File: src/rtl/mem_copy_engine.sv
// Word-granular memory copy initiator: one READ and one WRITE cycle per word, ascending order.
// Optional running checksum output `sum` is built when MEMCOPY_SUM_EN is defined.
module mem_copy_engine #(
   parameter int LEN_W = 16
) (
   input  logic             clk,
   input  logic             rst_n,
   input  logic             start,
   input  logic [31:0]      src,
   input  logic [31:0]      dst,
   input  logic [LEN_W-1:0] len,
   output logic             busy,
   output logic             done,
   output logic [31:0]      Address,
   output logic [31:0]      WriteData,
   output logic             MemWrite,
   output logic             MemRead,
   input  logic [31:0]      Data
`ifdef MEMCOPY_SUM_EN
   ,
   output logic [31:0]      sum
`endif
);

   typedef enum logic [1:0] {
      S_IDLE  = 2'd0,
      S_READ  = 2'd1,
      S_WRITE = 2'd2,
      S_DONE  = 2'd3
   } state_t;

   localparam logic [LEN_W-1:0] ONE = LEN_W'(1);

   state_t           r_state;
   state_t           w_next;
   logic [31:0]      r_src;
   logic [31:0]      r_dst;
   logic [LEN_W-1:0] r_len;
   logic [LEN_W-1:0] r_i;
   logic [31:0]      r_buf;
   logic [LEN_W-1:0] w_i_inc;
   logic [31:0]      w_i_ext;
   logic             w_accept;

   assign w_i_inc  = r_i + ONE;
   assign w_i_ext  = 32'(r_i);
   assign w_accept = (r_state == S_IDLE) && start;

   always_ff @(posedge clk or negedge rst_n) begin
      if (!rst_n) begin
         r_state <= S_IDLE;
      end else begin
         r_state <= w_next;
      end
   end

   always_comb begin
      w_next = r_state;
      unique case (r_state)
         S_IDLE:  if (start) w_next = (len == '0) ? S_DONE : S_READ;
         S_READ:  w_next = S_WRITE;
         S_WRITE: w_next = (w_i_inc == r_len) ? S_DONE : S_READ;
         S_DONE:  w_next = S_IDLE;
         default: w_next = S_IDLE;
      endcase
   end

   // Copy parameters are frozen at acceptance so later input changes cannot disturb a copy.
   always_ff @(posedge clk or negedge rst_n) begin
      if (!rst_n) begin
         r_src <= '0;
         r_dst <= '0;
         r_len <= '0;
         r_i   <= '0;
         r_buf <= '0;
      end else begin
         if (w_accept) begin
            r_src <= src;
            r_dst <= dst;
            r_len <= len;
            r_i   <= '0;
         end
         if (r_state == S_READ) begin
            r_buf <= Data;
         end
         if (r_state == S_WRITE) begin
            r_i <= w_i_inc;
         end
      end
   end

`ifdef MEMCOPY_SUM_EN
   logic [31:0] r_sum;

   always_ff @(posedge clk or negedge rst_n) begin
      if (!rst_n) begin
         r_sum <= '0;
      end else if (w_accept) begin
         r_sum <= '0;
      end else if (r_state == S_READ) begin
         r_sum <= r_sum + Data;
      end
   end

   assign sum = r_sum;
`endif

   // Memory-side outputs decode from registered state only; idle cycles drive all zeros.
   always_comb begin
      busy      = (r_state != S_IDLE);
      done      = (r_state == S_DONE);
      MemRead   = 1'b0;
      MemWrite  = 1'b0;
      Address   = '0;
      WriteData = '0;
      unique case (r_state)
         S_READ: begin
            MemRead = 1'b1;
            Address = r_src + w_i_ext;
         end
         S_WRITE: begin
            MemWrite  = 1'b1;
            Address   = r_dst + w_i_ext;
            WriteData = r_buf;
         end
         default: ;
      endcase
   end

endmodule
File: config.mk
export PLATFORM = sky130hd
export DESIGN_NAME = mem_copy_engine
export DESIGN_NICKNAME = d
export VERILOG_FILES = /design/src/rtl/mem_copy_engine.sv
export SDC_FILE = /design/constraint.sdc
export NUM_CORES = 1
export LEC_CHECK = 0
export ABC_AREA = 1
export CELL_PAD_IN_SITES_DETAIL_PLACEMENT = 1
export CELL_PAD_IN_SITES_GLOBAL_PLACEMENT = 1
export CORE_ASPECT_RATIO = 0.75
export CORE_MARGIN = 2
export CORE_UTILIZATION = 39
export CTS_CLUSTER_SIZE = 28
export DETAILED_ROUTE_END_ITERATION = 7
export PLACE_DENSITY = 0.91
export SLEW_MARGIN = 20
export SYNTH_ARGS = -nofsm -noshare
export SYNTH_HDL_FRONTEND = slang
export SYNTH_SLANG_ARGS = --single-unit
File: constraint.sdc
create_clock -name clk -period 11 [get_ports clk]
set_clock_uncertainty 0.1 [all_clocks]
set_input_delay 1.1 -clock clk [delete_from_list [all_inputs] [get_ports clk]]
set_output_delay 1.1 -clock clk [all_outputs]
set_load 0.03 [all_outputs]
==> impl_results.md, run 1 <==
* Vias in the first global route at 8,090
* Deepest clock path buffer count at 2
* Clock root buffer master: clkbuf_16
* Cell area power density at 307.8 mW/mm^2
* Net Sw Frac at 0.4801
* Largest net degree at the start of global routing at 88
* Initial antenna violation count at 1
* CTS Buf Count at 17
* Most frequent cells in the layout: 332 x nand2_1, 181 x clkdlybuf4s50_1, 130 x dfrtp_1, 124 x inv_1, 96 x nor2_1
* Clock power share at 0.171
* Unrepaired setup endpoints after global routing: false
* Top FF cell, synth: dfrtp_1
* Fin. Hold Viols at 0
* Startpoint Class: flop
* Site Rows at 44
* Final net count at 1,341
* Final setup vio count at 0
* First-pass GRT wire length at 43,170 microns
* Overall routing resource usage at 0.2608
* Share of cells above drive strength 1 at 0.08828
* Cell Chain, Critical Path: inv_1 -> ha_2 -> buf_4 -> nand2_1 -> nand2_1 -> ha_1 -> fa_1 -> nand2_1 -> inv_1 -> nand2_1 -> nand2_1 -> a21oi_1 -> o21ai_0 -> nand2_1 -> o21ai_2 -> and2_1 -> nand2_1 -> nand2_1 -> nand2_1 -> nor2_1 -> clkdlybuf4s50_1
* Worst EP required at 9.80 ns
* CTS tree: built
* Worst path most repeated cell: nand2_1
* Final HPWL DP at 19,650 microns
* Power Internal at 1.646 mW
* Routed length per instance at 18.31 microns
* R2R depth at 12
* Die Ht at 125.7 microns
* Max_cap viols at 0
* Synth Warn # at 0
* Worst Path Arrival at 4.85 ns
* Tot Pwr at 3.167 mW
* Mean post-synth cell area at 7.512 sq um
* Max stage delay on crit path at 0.69 ns
* Initial DRC count at 497
* Max VDD drop at 0.0001963 V
* Synth cell types at 38
* Hold_ws at 0.3740 ns
* Fin crit share at 0.5504
* Pre-Repair DR Iteration Count at 5
* Worst min path class: flop to flop
* DRC viols at 0
* Setup tns final at 0 ns
* Commonest non-fill, non-tap cell in the layout: nand2_1
* Status: finished clean
* Io pins at 183
* Core area at 0.01938 sq mm
* Kind of critical path: flop to output port
* Layout area overhead at 33.51%
* Seq cells post-synth at 130
* Post-synth EDFFs at 0
* Routed vias/inst at 5.210
* Critical Path Source: r_state[0]
* WL final at 26,840 microns
* Static leakage at 5.042 nW
* Die ar. at 0.02091 sq mm
* Antenna-violating nets left at 0
* GP Congestion at 0.8653
* CTS clk-pin slew, worst paths at 0.07 ns
* Switch Pwr at 1.520 mW
* Seq pwr share at 0.262
* Crit-path max FO at 87
* Reg-to-Reg Start: r_i[1]
* Mapped Cells at 1,026
* CTS Sinks at 130
* Slew at the pin closest to its max-slew limit at 1.020 ns
* Die Span X at 166.3 microns
* Gate power share at 0.567
* Slowest stage cell, crit path: buf_4
* Post CTS Setup Buffer Count at 0
* Crit path capture type: output port
* Port Buffers at 182
* Post-cts resize count at 0
* R2R Setup Slk at 8.27 ns
* Maximum clock rate at 0.1652 GHz
* Asr flop ratio synth at 1.000
* Slew HR at 0.3194
* End point of the critical path: Address[26]
* Post-CTS Hold Fix Bufs at 0
* Vias after detailed routing at 7,638
* Fin. max-slew vios at 0
* Synthesized cell area at 0.007707 sq mm
* H-tree Lvls at 4
* Clk Latency, worst-skew pair at 0.44 ns
* Gr ovfl total at 0
* Register area share after synthesis at 0.4221
* RR Endpoint: r_state[1]
* Syn nets at 1,168
* Initial Utilization at 0.3977
* Post-layout minimum cycle time at 6.055 ns
cell type report:
cell class	count	area [sq um]
multi-input combinational	735	3834
fill	2366	9089
timing repair buffer	187	1857
clock inverter	15	121.4
clock buffer	17	425.4
antenna	1	2.502
inverter	128	480.5
tap	253	316.6
sequential	130	3253
layer usage:
metal	routed length (microns)	share of wire	up-vias	track usage
met5	0	0	-	0
met4	664	0.025	0	0.09331
met3	1739	0.065	49	0.06725
met2	12360	0.46	236	0.4247
met1	12070	0.45	3752	0.3390
li1	-	-	3601	-
stage by stage:
stage	std cells	worst slack, ns	cell area (sq um)	utilization
after detailed placement	1433	5.513	9741	0.5026
after floorplan	1026	6.189	7707	-
after global routing	1466	4.529	10290	0.5310
after global placement	1433	5.751	9741	0.5026
after CTS	1465	5.019	10290	0.5309
final	1466	4.945	10290	0.5310
kinds of logic (layout without fill, tap and decap cells):
kind of cell | count (synthesis) | count (layout) | share of synthesized area
AND/OR/NAND/NOR | 516 | 516 | 0.2711
buffers and inverters | 161 | 347 | 0.08182
flip-flops | 130 | 130 | 0.4221
AO/OA/AOI/OAI | 129 | 129 | 0.08945
multiplexers | 54 | 54 | 0.07873
adder cells (fa/ha/maj) | 27 | 27 | 0.04481
XOR/XNOR | 9 | 9 | 0.01201
other | 0 | 1 | 0
power by group through the flow:
stage | registers [mW] | logic [mW] | clock network (mW)
floorplan | 0.782 | 1.15 | 0
global placement | 0.814 | 1.70 | 0
detailed placement | 0.833 | 1.77 | 0
CTS | 0.828 | 1.79 | 0.550
global route | 0.852 | 1.95 | 0.570
finish | 0.830 | 1.79 | 0.542
cells in the mapped netlist, types with 2 or more instances:
cell,count,share of area
nor2_2,6,0.0049
nand3_1,53,0.034
mux2_2,53,0.077
or2_2,2,0.0016
o21bai_1,2,0.0019
buf_6,3,0.0044
o21ai_0,44,0.029
o21ai_1,12,0.0078
xor2_1,7,0.0080
ha_1,26,0.042
o21ai_2,3,0.0034
and2_1,2,0.0016
nand3b_1,6,0.0058
clkbuf_1,20,0.0097
nand2_1,333,0.16
nand4_1,8,0.0065
nor3_1,5,0.0032
a21oi_1,53,0.034
nor4_1,3,0.0024
buf_1,9,0.0044
nor2_1,96,0.047
dfrtp_1,130,0.42
inv_1,124,0.060
o21a_1,3,0.0029
inv_2,2,0.00097
clkinv_1,2,0.00097
o22ai_1,8,0.0065
registers in the layout, indices dropped and copies added (netlist names):
name	count
r_buf	32
r_dst	32
r_src	32
r_i	16
r_len	16
r_state	2
worst min path at each step:
stage	from	endpoint	depth (start not counted)
3_5_place_dp	r_buf[17]	r_buf[17]	2
2_1_floorplan	r_buf[0]	r_buf[0]	2
4_1_cts	r_buf[17]	r_buf[17]	2
5_1_grt	r_buf[21]	r_buf[21]	2
6_report	r_buf[17]	r_buf[17]	2
3_3_place_gp	r_buf[27]	r_buf[27]	2
worst max-delay path: cells and delay by family, from the launching register on:
| kind | cells | cell delay [ns] |
|---|---|---|
| fa+ha+maj | 3 | 0.65 |
| simple gates | 11 | 1.08 |
| flops | 1 | 0.40 |
| compound gates | 3 | 0.57 |
| buf+inv | 4 | 1.60 |
Power figures use the tool's default switching activity.
==> run 2, diff against run 1 <==
Settings changed: CORE_UTILIZATION 39 to 36, PLACE_DENSITY 0.91 to 0.85.
Clock period 11 ns to 6.18 ns, I/O delays scaled along.
==> impl_results.md, run 2 (synthesis gave the netlist of run 1 again) <==
* Final HPWL DP at 19,100 microns
* Setup tns final at 0 ns
* CTS Sinks at 130
* Clock root buffer master: clkbuf_16
* Commonest non-fill, non-tap cell in the layout: nand2_1
* Largest net degree at the start of global routing at 88
* Io pins at 183
* Seq pwr share at 0.264
* GP Congestion at 0.8443
* Vias after detailed routing at 7,512
* Max_cap viols at 0
* R2R depth at 12
* Clk Latency, worst-skew pair at 0.43 ns
* R2R Setup Slk at 3.53 ns
* Crit-path max FO at 87
* Die Span X at 173.0 microns
* Max VDD drop at 0.0002199 V
* CTS tree: built
* Placed insts at 1,468
* Post-layout minimum cycle time at 5.569 ns
* Share of cells above drive strength 1 at 0.08828
* Initial DRC count at 358
* Fin. Hold Viols at 0
* Post-CTS Hold Fix Bufs at 0
* Final worst slack at 0.6113 ns
* CTS Buf Count at 17
* Maximum clock rate at 0.1796 GHz
* Antenna-violating nets left at 0
* Slew HR at 0.3214
* Biggest registers after layout: r_buf x32, r_dst x32, r_src x32
* Slew at the pin closest to its max-slew limit at 1.017 ns
* Initial antenna violation count at 2
* Pre-CTS setup slack at 1.277 ns
* Fin crit share at 0.9011
* Layout area overhead at 34.56%
* Overall routing resource usage at 0.2347
* Deepest clock path buffer count at 2
* Power Internal at 2.979 mW
* Status: finished clean
* Layout fillers at 2,607
* Post-cts resize count at 0
* Final Cell Area at 0.01037 sq mm
* Hold_ws at 0.2445 ns
* Reg-to-Reg Start: r_i[1]
* CTS clk-pin slew, worst paths at 0.07 ns
* Vias in the first global route at 7,850
* Post CTS Setup Buffer Count at 0
* Tot Pwr at 5.623 mW
* Routed vias/inst at 5.001
* Final setup vio count at 0
* Final Non-Filler Cells at 1,502
* Clock power share at 0.180
* Pre-Repair DR Iteration Count at 5
* Utilization after layout at 0.4923
* Crit path capture type: output port
* DRC viols at 0
* Gr ovfl total at 0
* Routed length per instance at 17.43 microns
* Die ar. at 0.02261 sq mm
* Fin. max-slew vios at 0
* Static leakage at 5.052 nW
* Worst EP required at 5.46 ns
* Worst Path Arrival at 4.85 ns
* Worst min path class: input port to async pin
* Switch Pwr at 2.644 mW
* WL final at 26,180 microns
* Most frequent cells in the layout: 332 x nand2_1, 181 x clkdlybuf4s50_1, 130 x dfrtp_1, 124 x inv_1, 96 x nor2_1
* Site Rows at 46
* Startpoint Class: flop
* Final net count at 1,341
* Net Sw Frac at 0.4702
* Core area at 0.02107 sq mm
* Port Buffers at 182
* Unrepaired setup endpoints after global routing: false
* H-tree Lvls at 4
* RR Endpoint: r_state[1]
* Gate power share at 0.556
* Cell area power density at 542.2 mW/mm^2
* Placed cell area at 0.009784 sq mm
* Die Ht at 130.7 microns
* Kind of critical path: flop to output port
* Initial Utilization at 0.3659
* First-pass GRT wire length at 41,390 microns
[run 2: cell types whose count changed in the layout (fill, tap and decap cells not counted), sizes merged]
cell and change:
clkinv -2, bufinv +1, clkinvlp +1, inv -1, clkbuf +1, diode +1
[run 2: worst max-delay path, cell delays in order (launching register included)]
cell and delay (ns):
dfrtp_1 0.40, inv_1 0.13, ha_2 0.21, buf_4 0.73, nand2_1 0.20, nand2_1 0.15, ha_1 0.19, fa_1 0.20
nand2_1 0.06, inv_1 0.07, nand2_1 0.05, nand2_1 0.10, a21oi_1 0.12, o21ai_0 0.29, nand2_1 0.11, o21ai_2 0.12
and2_1 0.21, nand2_1 0.08, nand2_1 0.06, nand2_1 0.04, nor2_1 0.13, clkdlybuf4s50_1 0.69
[run 2: power by group through the flow]
stage	registers [mW]	logic (mW)	clock network, mW
3_5_place_dp	1.49	3.09	0
2_1_floorplan	1.39	2.04	0
4_1_cts	1.48	3.13	1.03
6_report	1.48	3.13	1.01
5_1_grt	1.52	3.43	1.07
3_3_place_gp	1.46	3.02	0
[run 2: worst max-delay path by stage]
stage | slack (ns) | cells after the start | end | startpoint
5_1_grt | 0.34 | 21 | Address[26] | r_state[0]
2_1_floorplan | 1.85 | 22 | Address[26] | r_state[0]
3_5_place_dp | 1.28 | 21 | Address[26] | r_state[0]
6_report | 0.61 | 21 | Address[26] | r_state[0]
3_3_place_gp | 1.40 | 21 | Address[26] | r_state[0]
4_1_cts | 0.66 | 21 | Address[26] | r_state[0]
[run 2: cell type report]
class	instances	area, sq um	share of cell area
multi-input cells	735	3834	0.3696
flip-flops and latches	130	3253	0.3137
well taps	288	360.3	0.03474
clock inverters	14	142.6	0.01375
diodes	2	5.005	0.0004826
repair buffers	187	1857	0.1790
clock buffers	18	439.2	0.04235
inverters	128	480.5	0.04633
[run 2: routing by layer]
layer / up-vias / global-route usage / routed length [microns]
li1: 3610 / - / -
met5: - / 0 / 0
met4: 0 / 0.07677 / 515
met3: 32 / 0.07378 / 1851
met1: 3659 / 0.3038 / 12050
met2: 211 / 0.3774 / 11770
==> RTL edit 1 (settings of run 1) <==
Build with the macro `MEMCOPY_SUM_EN` defined.
--- a/src/rtl/mem_copy_engine.sv
+++ b/src/rtl/mem_copy_engine.sv
@@ -1,5 +1,7 @@
 // Word-granular memory copy initiator: one READ and one WRITE cycle per word, ascending order.
 // Optional running checksum output `sum` is built when MEMCOPY_SUM_EN is defined.
+`define MEMCOPY_SUM_EN
+
 module mem_copy_engine #(
    parameter int LEN_W = 16
 ) (
Behaviour (old outputs only; new: sum): unchanged (equiv_simple and equiv_induct, registers matched by name and starting in step).
==> RTL edit 1 against run 1 <==
  * The flow now finishes with violations (design-rule violations)
  * Routed wire length up 39%
  * Sequential power up 25%
  * Setup slack worse by 0.055 ns
  * Utilization down 2.4 points
  * Fmax down 0.89%
  * Sequential cell count up 32
  * Synthesized area up 38%
  * Design area up 33%
  * Via count up 46%
  * Power up 27%
  * Global-route usage up 0.60 points
  * Highest routed layer unchanged
==> RTL edit 1: results <==
[status]
status = finished with violations
violations = design-rule violations

[critical_path]
ff2ff_setup_slack_ns = 7.34
reg2regPathDepth = 9
cp_data_arrival_time_ns = 4.91
reg2reg_to = sum[12]$_DFFE_PN0P_
worst-path-max-fanout = 86
endpoint = Address[28]
worst_r2r_startpoint = r_state[1]$_DFFE_PN0P_

[final_layout]
clock_buffers = 21
multiInputGateArea_um2 = 5802
num-multi-input-gates = 1194
clockNetworkAreaShare = 0.04175
sh_seq_area = 0.2973
multi_input_area_share = 0.4255
layout.nets = 1923
nonClockInverterCount = 153
num_antenna_cells = 0
drive_gt1_frac = 0.04432

[yosys]
avgSynthCellArea_um2 = 6.821
syn-num-nets = 1728
yosysUniqueCellTypes = 46
seq_area_frac_synth = 0.3824
synthTopCellsByCount = 649 x nand2_1, 162 x dfrtp_1, 144 x inv_1
synth_area_leaders = dfrtp_1 38%, nand2_1 23%, ha_1 6.7%

[min_path]
min_to = r_buf[2]$_DFFE_PN0P_
min_from = r_buf[2]$_DFFE_PN0P_

[grt]
antenna_found_initial = 0
grt_pass1_vias = 11850
grtUsageTotal = 0.2667
grt_max_degree = 102
grt_pass1_wl_um = 60860

[place]
place_congestion = 0.8934
portBuffers = 214
pre_cts_ws_ns = 5.483
placed_area_um2 = 13070
place_inst = 2081
dp_hpwl_um = 27690

[drt]
routed_wl_um = 37360
dr.pass1.iters = 7
vias = 11120
drt-initial-drc-count = 534
drc_errors = 11
wl_per_cell_um = 17.70

[die]
fp.dieW_um = 194.4

[clock_network]
cts.sinks = 162

[sta]
fmax_ghz = 0.1637
==> RTL edit 1: cell types whose count changed after synthesis, moves of 19 or more <==
cell      delta
nand2_1    +316
o21ai_0     +60
mux2_2      -53
dfrtp_1     +32
a21oi_1     +31
ha_1        +31
inv_1       +20
clkbuf_1    +19
==> RTL edit 1: power groups by stage <==
stage / sequential, uW / clock [uW] / combinational (uW)
floorplan: 1080 / 0 / 1440
global placement: 1030 / 0 / 2260
detailed placement: 1040 / 0 / 2340
CTS: 1040 / 616 / 2370
global route: 1070 / 638 / 2610
finish: 1040 / 607 / 2360
==> RTL edit 1: worst max-delay path: stages, from the launching register on <==
cell and delay, ns:
dfrtp_1 0.40, inv_1 0.18, ha_4 0.17, buf_4 0.77, nand2_1 0.12, nand2_1 0.12
ha_1 0.19, fa_1 0.20, nand2_1 0.05, inv_1 0.06, nand2_1 0.05, nand2_1 0.10
a21oi_1 0.12, o21ai_1 0.28, nand3_1 0.11, nand2_1 0.18, nand2_1 0.12, nor2_1 0.23
nor2_1 0.10, nor2_1 0.17, clkdlybuf4s50_1 0.70
==> RTL edit 1: cells by family (layout without fill, tap and decap cells) <==
logic type | count (synthesis) | in the layout | share of synthesized area
flip-flops | 162 | 162 | 0.3824
AND/OR/NAND/NOR | 871 | 871 | 0.3318
buffers and inverters | 198 | 404 | 0.07236
multiplexers | 1 | 1 | 0.0009443
AO/OA/AOI/OAI | 251 | 251 | 0.1315
XOR/XNOR | 12 | 12 | 0.009915
adder cells (fa/ha/maj) | 59 | 59 | 0.07106
==> RTL edit 1: metal layers <==
| layer | part of all wire | track usage |
|---|---|---|
| met2 | 0.47 | 0.4509 |
| met1 | 0.46 | 0.3490 |
| met3 | 0.048 | 0.04224 |
| met4 | 0.024 | 0.09423 |
| met5 | 0 | 0 |
==> RTL edit 2 (flow settings as in run 1) <==
Made on the original files. Re-encode `state_t` (4 states) as Gray code, 2 bits wide.
--- a/src/rtl/mem_copy_engine.sv
+++ b/src/rtl/mem_copy_engine.sv
@@ -23,10 +23,10 @@
 );
 
    typedef enum logic [1:0] {
-      S_IDLE  = 2'd0,
-      S_READ  = 2'd1,
-      S_WRITE = 2'd2,
-      S_DONE  = 2'd3
+      S_IDLE  = 2'b00,
+      S_READ  = 2'b01,
+      S_WRITE = 2'b11,
+      S_DONE  = 2'b10
    } state_t;
 
    localparam logic [LEN_W-1:0] ONE = LEN_W'(1);
Function: same outputs for any inputs over 10 cycles, from zero or initial values and one cycle with rst_n low; not proved beyond that.
==> RTL edit 2 against run 1 <==
  * Synthesized area decreased by 0.80%
  * Global-route usage decreased by 0.23 points
  * Routed wire length decreased by 2.1%
  * Sequential cell count unchanged
  * Clock power increased by 5.0%
  * Critical path type unchanged
  * Power decreased by 8.0%
  * Via count decreased by 1.3%
  * Setup slack got worse by 0.80 ns
  * Design area about the same
==> RTL edit 2: results <==
[drt]
post_drt_via_cell_ratio = 5.248
vias = 7541
wl_per_cell_um = 18.28
wl_met1_um = 11380
drt-initial-drc-count = 338

[final_layout]
clock_buffers = 19
nFillCells = 2359
buf_share = 0.1809
drive_gt1_frac = 0.1014
num_antenna_cells = 0

[clock_network]
clock_latency_ns = 0.42

[yosys]
synth_area_leaders = dfrtp_1 43%, nand2_1 12%, mux2_2 7.8%
yosysUniqueCellTypes = 36
synthTopCellsByCount = 240 x nand2_1, 130 x dfrtp_1, 119 x nor2_1

[min_path]
min_to = r_src[9]$_DFFE_PN0P_

[power]
combPwrFrac = 0.549
pwr-share-seq = 0.255
p_leak_uw = 0.004902

[status]
status = finished clean

[grt]
grtUsageTotal = 0.2584
grt_pass1_wl_um = 42440
grtUsageMet1 = 0.3224
grt_use_met3 = 0.07154
grt_pass1_vias = 8071
use_met2 = 0.4328

[place]
placed_area_um2 = 9699

[critical_path]
reg2regPathDepth = 5
RTL edit 2: changes by cell type in the layout (fill, tap and decap cells not counted), sizes merged, moves of 3 or more:
cell,delta
o21bai,+3
xor2,-3
nor3,+7
a21oi,+13
inv,-14
clkinv,-3
nand2,-93
o22ai,-3
ha,-5
nand4,+8
nand3,+7
and2,-3
o21ai,+30
nor2,+22
RTL edit 2: kinds of logic (layout without fill, tap and decap cells):
| family | Yosys count | after routing | synth area share |
|---|---|---|---|
| muxes | 55 | 55 | 0.08067 |
| AOI/OAI and AO/OA | 168 | 168 | 0.1177 |
| adders and majority gates | 22 | 22 | 0.03698 |
| buffers and inverters | 150 | 336 | 0.07576 |
| xor gates and xnor gates | 6 | 6 | 0.006873 |
| DFF | 130 | 130 | 0.4255 |
| and+or+nand+nor | 467 | 467 | 0.2566 |
